`src/rtl/op_input_sequencer.sv`:
```
// Input front end for the ALU control FSM: synchronizes and debounces buttons and switches,
// then walks the user through operand A, operand B and the operation.
module op_input_sequencer #(
  parameter int unsigned DB_CYCLES = 250000,
  parameter int unsigned CNT_W     = 18
) (
  input  logic       clk,
  input  logic       reset,
  input  logic       btn_next,
  input  logic       btn_confirm,
  input  logic [1:0] sw_data,
  input  logic [1:0] sw_op,
  output logic [1:0] operand_a,
  output logic [1:0] operand_b,
  output logic [1:0] switch_op,
  output logic       handshaking,
  output logic       confirm_op,
  output logic [1:0] phase
);

  localparam int unsigned SYNC_W = 6;
  localparam int unsigned NBTN   = 2;
  localparam int unsigned BTN_NEXT    = 1;
  localparam int unsigned BTN_CONFIRM = 0;

  localparam logic [1:0] S_IDLE  = 2'b00;
  localparam logic [1:0] S_GOT_A = 2'b01;
  localparam logic [1:0] S_GOT_B = 2'b10;
  localparam logic [1:0] S_DONE  = 2'b11;

  localparam logic [CNT_W-1:0] CNT_LAST = CNT_W'(DB_CYCLES - 1);

  logic [SYNC_W-1:0]           sync1;
  logic [SYNC_W-1:0]           sync2;
  logic [NBTN-1:0]             btn_s;
  logic [1:0]                  sd_s;
  logic [1:0]                  so_s;
  logic [NBTN-1:0]             db;
  logic [NBTN-1:0]             db_q;
  logic [NBTN-1:0]             press;
  logic [NBTN-1:0][CNT_W-1:0]  cnt;

  logic [1:0] state;
  logic [1:0] nxt_state;
  logic [1:0] nxt_a;
  logic [1:0] nxt_b;
  logic [1:0] nxt_op;
  logic       nxt_hs;
  logic       nxt_co;

  // 2-FF synchronizers for every raw input
  always_ff @(posedge clk) begin
    if (reset) begin
      sync1 <= '0;
      sync2 <= '0;
    end else begin
      sync1 <= {btn_next, btn_confirm, sw_data, sw_op};
      sync2 <= sync1;
    end
  end

  assign btn_s = {sync2[5], sync2[4]};
  assign sd_s  = sync2[3:2];
  assign so_s  = sync2[1:0];

  // Debounce: level flips only after DB_CYCLES consecutive disagreeing samples
  always_ff @(posedge clk) begin
    if (reset) begin
      db    <= '0;
      db_q  <= '0;
      press <= '0;
      cnt   <= '0;
    end else begin
      db_q  <= db;
      press <= db & ~db_q;
      for (int i = 0; i < int'(NBTN); i++) begin
        if (btn_s[i] == db[i]) begin
          cnt[i] <= '0;
        end else if (cnt[i] == CNT_LAST) begin
          cnt[i] <= '0;
          db[i]  <= ~db[i];
        end else begin
          cnt[i] <= cnt[i] + CNT_W'(1);
        end
      end
    end
  end

  // State and latched outputs
  always_ff @(posedge clk) begin
    if (reset) begin
      state       <= S_IDLE;
      operand_a   <= '0;
      operand_b   <= '0;
      switch_op   <= '0;
      handshaking <= 1'b0;
      confirm_op  <= 1'b0;
    end else begin
      state       <= nxt_state;
      operand_a   <= nxt_a;
      operand_b   <= nxt_b;
      switch_op   <= nxt_op;
      handshaking <= nxt_hs;
      confirm_op  <= nxt_co;
    end
  end

  // Each state reacts only to the one press that is meaningful for it
  always_comb begin
    nxt_state = state;
    nxt_a     = operand_a;
    nxt_b     = operand_b;
    nxt_op    = switch_op;
    nxt_hs    = 1'b0;
    nxt_co    = 1'b0;
    case (state)
      S_IDLE: begin
        if (press[BTN_NEXT]) begin
          nxt_a     = sd_s;
          nxt_state = S_GOT_A;
        end
      end
      S_GOT_A: begin
        if (press[BTN_NEXT]) begin
          nxt_b     = sd_s;
          nxt_hs    = 1'b1;
          nxt_state = S_GOT_B;
        end
      end
      S_GOT_B: begin
        if (press[BTN_CONFIRM]) begin
          nxt_op    = so_s;
          nxt_co    = 1'b1;
          nxt_state = S_DONE;
        end
      end
      S_DONE: begin
        if (press[BTN_NEXT]) begin
          nxt_state = S_IDLE;
        end
      end
      default: nxt_state = S_IDLE;
    endcase
  end

  assign phase = state;

endmodule

```
`config.mk`:
```
export PLATFORM = sky130hd
export DESIGN_NAME = op_input_sequencer
export DESIGN_NICKNAME = d
export VERILOG_FILES = /design/src/rtl/op_input_sequencer.sv
export SDC_FILE = /design/constraint.sdc
export NUM_CORES = 1
export LEC_CHECK = 0
export CORE_MARGIN = 2
export CORE_UTILIZATION = 59
export CTS_CLUSTER_DIAMETER = 30
export DETAILED_ROUTE_END_ITERATION = 7
export DONT_BUFFER_PORTS = 1
export GPL_ROUTABILITY_DRIVEN = 0
export MAX_ROUTING_LAYER = met4
export PLACE_DENSITY_LB_ADDON = 0.15
export SETUP_SLACK_MARGIN = 0.5
export SLEW_MARGIN = 10
export SYNTH_ARGS = -nofsm -noshare
export SYNTH_HDL_FRONTEND = slang
export SYNTH_SLANG_ARGS = --single-unit
```
`constraint.sdc`:
```
create_clock -name clk -period 3.2 [get_ports clk]
set_input_delay 0.64 -clock clk [delete_from_list [all_inputs] [get_ports clk]]
set_output_delay 0.64 -clock clk [all_outputs]
set_load 0.05 [all_outputs]
```
==> qor.csv, run 1 <==
stage,metric,value,unit
power,switching_power,324,uW
place,dpl_cell_area,2620,sq um
setup_path,cp_max_fo,18,
finish,fillers,380,
yosys,synth_edf_count,0,
global_route,grt.total_usage,20.0,%
finish,fin_nets,297,
sta,holdWs,364,ps
yosys,synth_ff_type,dfxtp_1,
sta,setup_tns,0,ps
power,irDropWorstVdd,0.311,mV
global_route,grt_pass1_wl,7.42,mm
power,cellPowerDensity,554,nW/um^2
finish,area_growth,9.55,%
sta,slew_headroom,39.8,%
cts,cts-hold-fix-buffers,0,
setup_path,path_depth,4,
power,internal-power,1.24,mW
place,dp_slack,1210,ps
power,p_leak,0.908,nW
cts,cts_tree,built,
sta,clock_skew,6.12,ps
finish,final_common_cell,dfxtp_1,
sta,worst_slack,1230,ps
yosys,seq_area_frac_synth,49.7,%
global_route,grt_overflow,0,
sta,rsz0062_at_grt,no,
sta,timing.final.hold_violations,0,
floorplan,dieWidth,70.1,um
finish,regArea,1280,sq um
finish,final_cells,339,
cts,cts_buffer_depth,2,
yosys,syn_inst,278,
power,pwr-share-seq,52.6,%
cts,root_buffer,clkbuf_8,
sta,period_minus_slack,1970,ps
setup_path,cp_top_family,compound AO/OA/AOI/OAI gates,
place,io_buffers,0,
route,ant_nets,0,
power,p_sw_share,20.7,%
route,dr.pass1.iters,4,
cts,cts_setup_buffers,0,
yosys,ys_ff_latch,64,
setup_path,reg2regPathDepth,4,
yosys,mappedNetlistNets,292,
yosys,ys.warnings.count,0,
sta,slew_violations,0,
floorplan,top_level_ports,18,
yosys,postSynthAreaPerCell,9.28,sq um
finish,final_layout_size_suffix_gt1_share,7.32,%
cts,clk_pin_slew_worst_paths,70,ps
cts,htree_levels,3,
cts,cts_made_buffers,9,
route,wirelength,4.26,mm
floorplan,core,4290,sq um
hold_path,holdPathStages,1,
route,drt_iter0_drc,73,
route,wl_per_cell,12.6,um
setup_path,slowest_stage,o41ai_4,
route,vias_per_cell,5.46,
place,dp_hpwl,2.78,mm
yosys,syn-cell-area,2580,sq um
floorplan,die_height,70.1,um
hold_path,worstHoldPathType,in2reg,
sta,period_share,61.5,%
route,num_vias,1851,
setup_path,end_kind,flop,
floorplan,die_area,4920,sq um
setup_path,setup.worst_path.class,reg2reg,
status,status,"finished, final reports clean",
setup_path,max_stage_delay,890,ps
setup_path,crit_path_cell_trace,"ha_1, nand3_2, o41ai_4, nor2_1",
power,power,1.57,mW
finish,final_core_util,65.8,%
flow_run,cap_viol_max_count,0,
global_route,antenna_found_initial,0,
cts,clk_latency,330,ps
place,dp_cells,324,
finish,mostFrequentLayoutCells,"64 x dfxtp_1, 48 x nor2_1, 25 x xnor2_1",
global_route,grt_start_max_net_pins,29,
finish,diodes,0,
setup_path,start_kind,flop,
sta,tightest_slew,900,ps
finish,multi_input_area,1240,sq um
sta,finalSetupViolCount,0,
cts,cts.repair.resized,0,
yosys,ys_types,32,
cts,cts.sinks,64,
yosys,async_flop_share,0,%
power,clkPwrFrac,45.1,%
global_route,grt_pass1_vias,1633,
setup_path,cp.required,3390,ps
power,comb_power_share,2.3,%
sta,fmaxAchievable,508,MHz
floorplan,start_util,60.1,%
route,drc,0,
setup_path,critPathBufInv,0,
floorplan,num_rows,24,
finish,final_cell_area,2830,sq um
setup_path,worstPathArrival,2160,ps
kinds of logic after synthesis:
logic type      after synthesis  synth area share (%)
flops                        64                  49.7
fa+ha+maj                     6                  2.91
mux                           3                  1.16
xor+xnor                     32                  10.9
simple gates                144                  28.7
buf+inv                      15                  2.28
compound gates               14                  4.46
layer usage:
layer	GRT usage (%)	vias to the layer above	share of wire, %
li1	-	959	-
met1	24.7	849	47
met2	28.6	33	46
met3	7.65	10	4.3
met4	9.83	0	2.0
met5	-	-	0
sequential cells by signal (all words and copies together) (netlist names), 2 cells and up:
signal and count:
cnt 36, db 2, db_q 2, operand_a 2, operand_b 2, phase 2, press 2, switch_op 2
sync1 6, sync2 6
synthesized netlist by cell type, types with 6 or more instances:
cell,instances,area (sq um)
ha_1,6,75.1
nor4_1,15,93.8
nand4_1,9,56.3
nor3_1,7,35.0
nand2_1,18,67.6
nor2b_1,12,75.1
a21oi_1,8,40.0
dfxtp_1,64,1280
inv_1,9,33.8
nand3_1,20,100
xnor2_1,25,219
xor2_1,7,61.3
nor2_1,48,180
worst register-to-register path, cell delays in order, from the launching register on:
cell and delay, ps:
dfxtp_1 390, ha_1 220, nand3_2 210, o41ai_4 900
nor2_1 110
final timing paths:
kind	startpoint	end	slack, ps
worst max-delay path	cnt[18]	cnt[21]	1230
worst min-delay path	reset	operand_a[0]	360
worst max register to register	cnt[18]	cnt[21]	1230
worst min register to register	db_q[0]	press[0]	380
cell type report:
cell class | count | area share [%]
Clock buffer | 13 | 5.98
Multi-Input combinational cell | 199 | 43.9
Clock inverter | 2 | 1.33
Inverter | 9 | 1.20
Sequential cell | 64 | 45.3
Tap cell | 52 | 2.30
power groups by stage:
stage	sequential [mW]	clock, mW	combinational [mW]
after global routing	0.824	0.762	0.0397
after global placement	0.841	0	0.0350
final	0.824	0.707	0.0363
after floorplan	0.840	0	0.0353
after detailed placement	0.842	0	0.0358
after CTS	0.824	0.727	0.0362
Power figures use the tool's default switching activity.
==> run 2, diff against run 1 <==
--- a/config.mk
+++ b/config.mk
@@ -6,7 +6,7 @@
 export NUM_CORES = 1
 export LEC_CHECK = 0
 export CORE_MARGIN = 2
-export CORE_UTILIZATION = 59
+export CORE_UTILIZATION = 56
 export CTS_CLUSTER_DIAMETER = 30
 export DETAILED_ROUTE_END_ITERATION = 7
 export DONT_BUFFER_PORTS = 1
==> constraint.sdc (replaced) <==
create_clock -name clk -period 1.6 [get_ports clk]
set_input_delay 0.32 -clock clk [delete_from_list [all_inputs] [get_ports clk]]
set_output_delay 0.32 -clock clk [all_outputs]
set_load 0.05 [all_outputs]
==> qor.csv, run 2 (synthesis results as in run 1) <==
stage,metric,value,unit,change
cts,clk_latency,350,ps,+20 ps
route,drc,0,,unchanged
floorplan,dieWidth,71.9,um,+2.5%
setup_path,cp.required,1840,ps,-1550 ps
sta,slew_violations,0,,unchanged
finish,regArea,1380,sq um,+7.4%
floorplan,die_area,5170,sq um,+5.1%
sta,finalSetupViolCount,0,,unchanged
cts,cts_buffer_depth,2,,unchanged
setup_path,reg2regPathDepth,6,,+2
floorplan,num_rows,24,,unchanged
global_route,grt_pass1_vias,2021,,+24%
route,drt-met1-wl,2.44,mm,+21%
hold_path,min_from,reset,,
finish,diodes,0,,unchanged
cts,htree_levels,3,,unchanged
power,irDropWorstVdd,0.851,mV,+170%
route,ant_nets,0,,unchanged
finish,fin_nets,333,,+12%
place,io_buffers,0,,unchanged
setup_path,start_kind,flop,,
finish,largestRegisters,"cnt (36), sync1 (6), sync2 (6)",,
setup_path,cp_max_fo,5,,-13
sta,tightest_slew,350,ps,-550 ps
finish,mostFrequentLayoutCells,"33 x nor2_1, 32 x dfxtp_1, 26 x buf_4",,
finish,top_register,cnt,,
route,dr_wl_met2,3.17,mm,+61%
sta,rsz0062_at_grt,yes,,
finish,final_layout_size_suffix_gt1_share,44.4,%,+37 points
setup_path,worstPathArrival,1820,ps,-340 ps
hold_path,holdPathStages,1,,unchanged
setup_path,r2r_slack,20,ps,-1210 ps
route,vias_per_cell,5.54,,+1.4%
finish,area_growth,39.7,%,
hold_path,holdPathEnd,operand_a[0],,
flow_run,cap_viol_max_count,0,,unchanged
power,cellPowerDensity,865,nW/um^2,+56%
setup_path,r2r-end,cnt[25],,
cts,cts_made_buffers,9,,unchanged
sta,fmaxAchievable,634,MHz,+25%
setup_path,end_kind,flop,,
global_route,grt_start_max_net_pins,29,,unchanged
cts,root_buffer,clkbuf_8,,
finish,largest_register_ffs,36,,unchanged
sta,slew_headroom,76.5,%,+37 points
route,highest_layer,met4,,
sta,clock_skew,11.0,ps,+4.85 ps
floorplan,die_height,71.9,um,+2.5%
cts,cts.sinks,64,,unchanged
setup_path,setup.worst_path.class,reg2reg,,
cts,clk_pin_slew_worst_paths,70,ps,about the same
finish,multi_input_area,1590,sq um,+28%
power,power,3.12,mW,+99%
global_route,grt_overflow,0,,unchanged
sta,timing.final.hold_violations,0,,unchanged
route,wl_per_cell,16.0,um,+27%
sta,period_minus_slack,1580,ps,-389 ps
finish,fillers,241,,-37%
floorplan,top_level_ports,18,,unchanged
route,dr_wl_met3,262,um,+42%
route,dr.pass1.iters,4,,unchanged
route,wirelength,6.01,mm,+41%
power,p_leak,1.20,nW,+33%
place,dp_slack,58.6,ps,-1150 ps
global_route,grt.total_usage,25.0,%,+5.0 points
route,drt_iter0_drc,156,,+110%
global_route,grt_pass1_wl,9.40,mm,+27%
status,status,"finished, final reports clean",,
sta,worst_slack,21.6,ps,-1210 ps
floorplan,start_util,58.8,%,-1.2 points
route,num_vias,2082,,+12%
global_route,antenna_found_initial,0,,unchanged
floorplan,core,4380,sq um,+2.1%
setup_path,r2r-start,cnt[27],,
sta,period_share,98.7,%,+37 points
finish,final_common_cell,nor2_1,,
hold_path,worstHoldPathType,in2reg,,
cts,cts_tree,built,,
place,dp_hpwl,3.11,mm,+12%
==> run 2: worst max-delay path: stages, from the launching register on <==
cell and delay, ps:
dfxtp_2 340, nor4_4 330, nand2_2 130, o41ai_4 300, buf_4 190, clkbuf_16 140, nor2_1 40
==> run 2: through the flow <==
stage | TNS, ps | hold WS [ps] | utilization, % | area (sq um) | cells
floorplan | 0 | 368 | - | 2680 | 278
global placement | 0 | 370 | 64.4 | 2830 | 337
detailed placement | 0 | 374 | 64.4 | 2830 | 337
CTS | 0 | 3.86 | 78.1 | 3420 | 369
global route | -59.1 | 3.73 | 82.2 | 3600 | 376
finish | 0 | 24.1 | 82.2 | 3600 | 376
==> run 2: worst max path at each step <==
stage	start	end	slack (ps)	depth (start not counted)
final	cnt[27]	cnt[25]	20	6
after detailed placement	cnt[19]	cnt[34]	60	5
after global routing	cnt[27]	cnt[25]	-10	6
after global placement	cnt[23]	cnt[20]	80	5
after floorplan	cnt[27]	cnt[27]	10	5
after CTS	cnt[27]	cnt[29]	100	5
==> run 2: power by group <==
part           switching, mW  internal (mW)  total [mW]  leakage [nW]
Combinational         0.0677         0.0816       0.149         0.561
Clock                  0.642          0.704        1.35         0.101
Sequential            0.0400           1.58        1.62         0.541
Total                  0.750           2.37        3.12          1.20
==> run 2: repair_timing <==
action,4_1_cts,5_1_grt
gates cloned,3,0
setup buffers,13,7
pin swaps,15,11
endpoints found under the setup margin,56,56
resized for setup,65,38
hold buffers,0,0
==> run 2: cell type report <==
class                      count  area share, %
clock inverter                 5           1.01
inverter                       9           1.08
sequential                    64           38.2
timing repair buffer          36           9.41
tap                           52           1.80
clock buffer                  11           4.51
multi-input combinational    199           44.0
==> run 2: metal layers <==
layer	track usage, %	vias to the layer above
li1	-	1036
met1	27.4	988
met2	41.9	45
met3	8.16	13
met4	10.1	0
met5	-	-
==> run 3, diff against run 2 <==
--- a/config.mk
+++ b/config.mk
@@ -12,7 +12,7 @@
 export DONT_BUFFER_PORTS = 1
 export GPL_ROUTABILITY_DRIVEN = 0
 export MAX_ROUTING_LAYER = met4
-export PLACE_DENSITY_LB_ADDON = 0.15
+export PLACE_DENSITY = 0.84
 export SETUP_SLACK_MARGIN = 0.5
 export SLEW_MARGIN = 10
 export SYNTH_ARGS = -nofsm -noshare
==> qor.csv, run 3 (synthesis results as in run 1) <==
stage,metric,value,unit,change
status,status,"finished, final reports clean",,
route,wirelength,7.10,mm,+18%
global_route,grt_pass1_wl,10.0,mm,+6.5%
power,irDropWorstVdd,1.07,mV,+25%
sta,fmaxAchievable,630,MHz,-0.57%
route,ant_nets,0,,unchanged
global_route,grt.total_usage,26.4,%,+1.4 points
finish,largest_register_ffs,36,,unchanged
cts,htree_levels,3,,unchanged
cts,cts_tree,built,,
floorplan,top_level_ports,18,,unchanged
cts,cts.sinks,64,,unchanged
sta,period_share,99.2,%,+0.56 points
finish,diodes,0,,unchanged
sta,slew_headroom,70.8,%,-5.7 points
cts,clk_pin_slew_worst_paths,70,ps,about the same
finish,final_cells,368,,-2.1%
setup_path,max_stage_delay,540,ps,+200 ps
floorplan,die_height,71.9,um,unchanged
setup_path,crit_path_cell_trace,"nand3_2, o41ai_4, buf_2, nor2_1",,
sta,setup_tns,0,ps,unchanged
place,dp_hpwl,3.28,mm,+5.5%
setup_path,r2r-start,cnt[30],,
route,vias_per_cell,6.04,,+9.0%
sta,tightest_slew,434,ps,+84.5 ps
setup_path,critPathBufInv,1,,-1
cts,cts_buffer_depth,2,,unchanged
cts,root_buffer,clkbuf_8,,
setup_path,slowest_stage,o41ai_4,,
place,dp_cells,333,,-1.2%
flow_run,cap_viol_max_count,0,,unchanged
route,drc,0,,unchanged
route,wl_per_cell,19.3,um,+21%
sta,finalSetupViolCount,0,,unchanged
setup_path,worstPathArrival,1830,ps,about the same
floorplan,die_area,5170,sq um,unchanged
global_route,grt_start_max_net_pins,29,,unchanged
power,power,3.26,mW,+4.6%
global_route,antenna_found_initial,0,,unchanged
power,cellPowerDensity,932,nW/um^2,+7.7%
global_route,grt_pass1_vias,2114,,+4.6%
setup_path,r2r-end,cnt[23],,
floorplan,num_rows,24,,unchanged
route,drt_iter0_drc,142,,-9.0%
place,io_buffers,0,,unchanged
floorplan,start_util,58.8,%,unchanged
route,num_vias,2222,,+6.7%
finish,mostFrequentLayoutCells,"37 x nor2_1, 34 x dfxtp_1, 25 x xnor2_1",,
sta,clock_skew,11.1,ps,+0.138 ps
setup_path,setup.worst_path.class,reg2reg,,
finish,top_register,cnt,,
sta,slew_violations,0,,unchanged
setup_path,r2r_slack,10,ps,about the same
hold_path,worstHoldPathType,in2reg,,
finish,final_core_util,79.8,%,-2.4 points
hold_path,min_from,reset,,
route,dr.pass1.iters,5,,+1
setup_path,path_depth,4,,-2
setup_path,end_kind,flop,,
setup_path,cp_max_fo,4,,-1
finish,largestRegisters,"cnt (36), sync1 (6), sync2 (6)",,
finish,final_layout_size_suffix_gt1_share,40.8,%,-3.6 points
finish,final_common_cell,nor2_1,,
setup_path,crit_path_start,cnt[30],,
cts,cts_made_buffers,9,,unchanged
sta,holdWs,31.7,ps,+7.59 ps
cts,clk_latency,340,ps,about the same
sta,period_minus_slack,1590,ps,+9.03 ps
setup_path,endpoint,cnt[23],,
finish,fin_nets,325,,-2.4%
finish,area_growth,35.6,%,
power,p_leak,1.15,nW,-4.8%
floorplan,dieWidth,71.9,um,unchanged
cts,cts-hold-fix-buffers,0,,unchanged
setup_path,cp_top_family,compound AO/OA/AOI/OAI gates,,
sta,timing.final.hold_violations,0,,unchanged
global_route,grt_overflow,0,,unchanged
floorplan,core,4380,sq um,unchanged
setup_path,cp.required,1840,ps,about the same
setup_path,reg2regPathDepth,4,,-2
setup_path,start_kind,flop,,
sta,rsz0062_at_grt,yes,,
## run 3: area by class of cell
type / instances / area, sq um
Clock buffer: 14 / 174
Clock inverter: 2 / 35.0
Fill cell: 251 / 885
Inverter: 9 / 41.3
Multi-Input combinational cell: 199 / 1580
Sequential cell: 64 / 1370
Tap cell: 52 / 65.1
Timing Repair Buffer: 28 / 243
## run 3: worst min path at each step
| stage | to | slack, ps | depth (start not counted) |
|---|---|---|---|
| global route | operand_b[0] | 8 | 1 |
| global placement | press[0] | 370 | 1 |
| CTS | operand_b[0] | 20 | 1 |
| detailed placement | press[0] | 380 | 1 |
| finish | operand_b[0] | 30 | 1 |
| floorplan | press[0] | 370 | 1 |
## run 3: routing by layer
layer	GRT usage (%)	wire [um]	vias to the layer above	part of all wire (%)
met5	-	0	-	0
met4	12.8	191	0	2.7
met3	8.72	401	23	5.7
met2	43.0	3820	107	54
met1	29.1	2690	1072	38
li1	-	-	1020	-
## run 3: timing repair
item | in CTS | in global routing
setup endpoints to repair | 54 | 56
setup buffers | 9 | 8
pin swaps | 16 | 11
gates cloned | 1 | 1
gates resized for setup | 59 | 35
## run 3: where the power goes
group | total [mW] | internal [mW] | switching, mW
combinational | 0.185 | 0.0974 | 0.0880
sequential | 1.63 | 1.59 | 0.0438
clock | 1.44 | 0.856 | 0.587
total | 3.26 | 2.54 | 0.719
## run 3: stage by stage
step | area [sq um] | setup WS [ps]
after CTS | 3320 | 109
after global routing | 3500 | -101
after global placement | 2800 | 92.9
after detailed placement | 2800 | 76.0
after floorplan | 2680 | 9.79
final | 3500 | 12.6
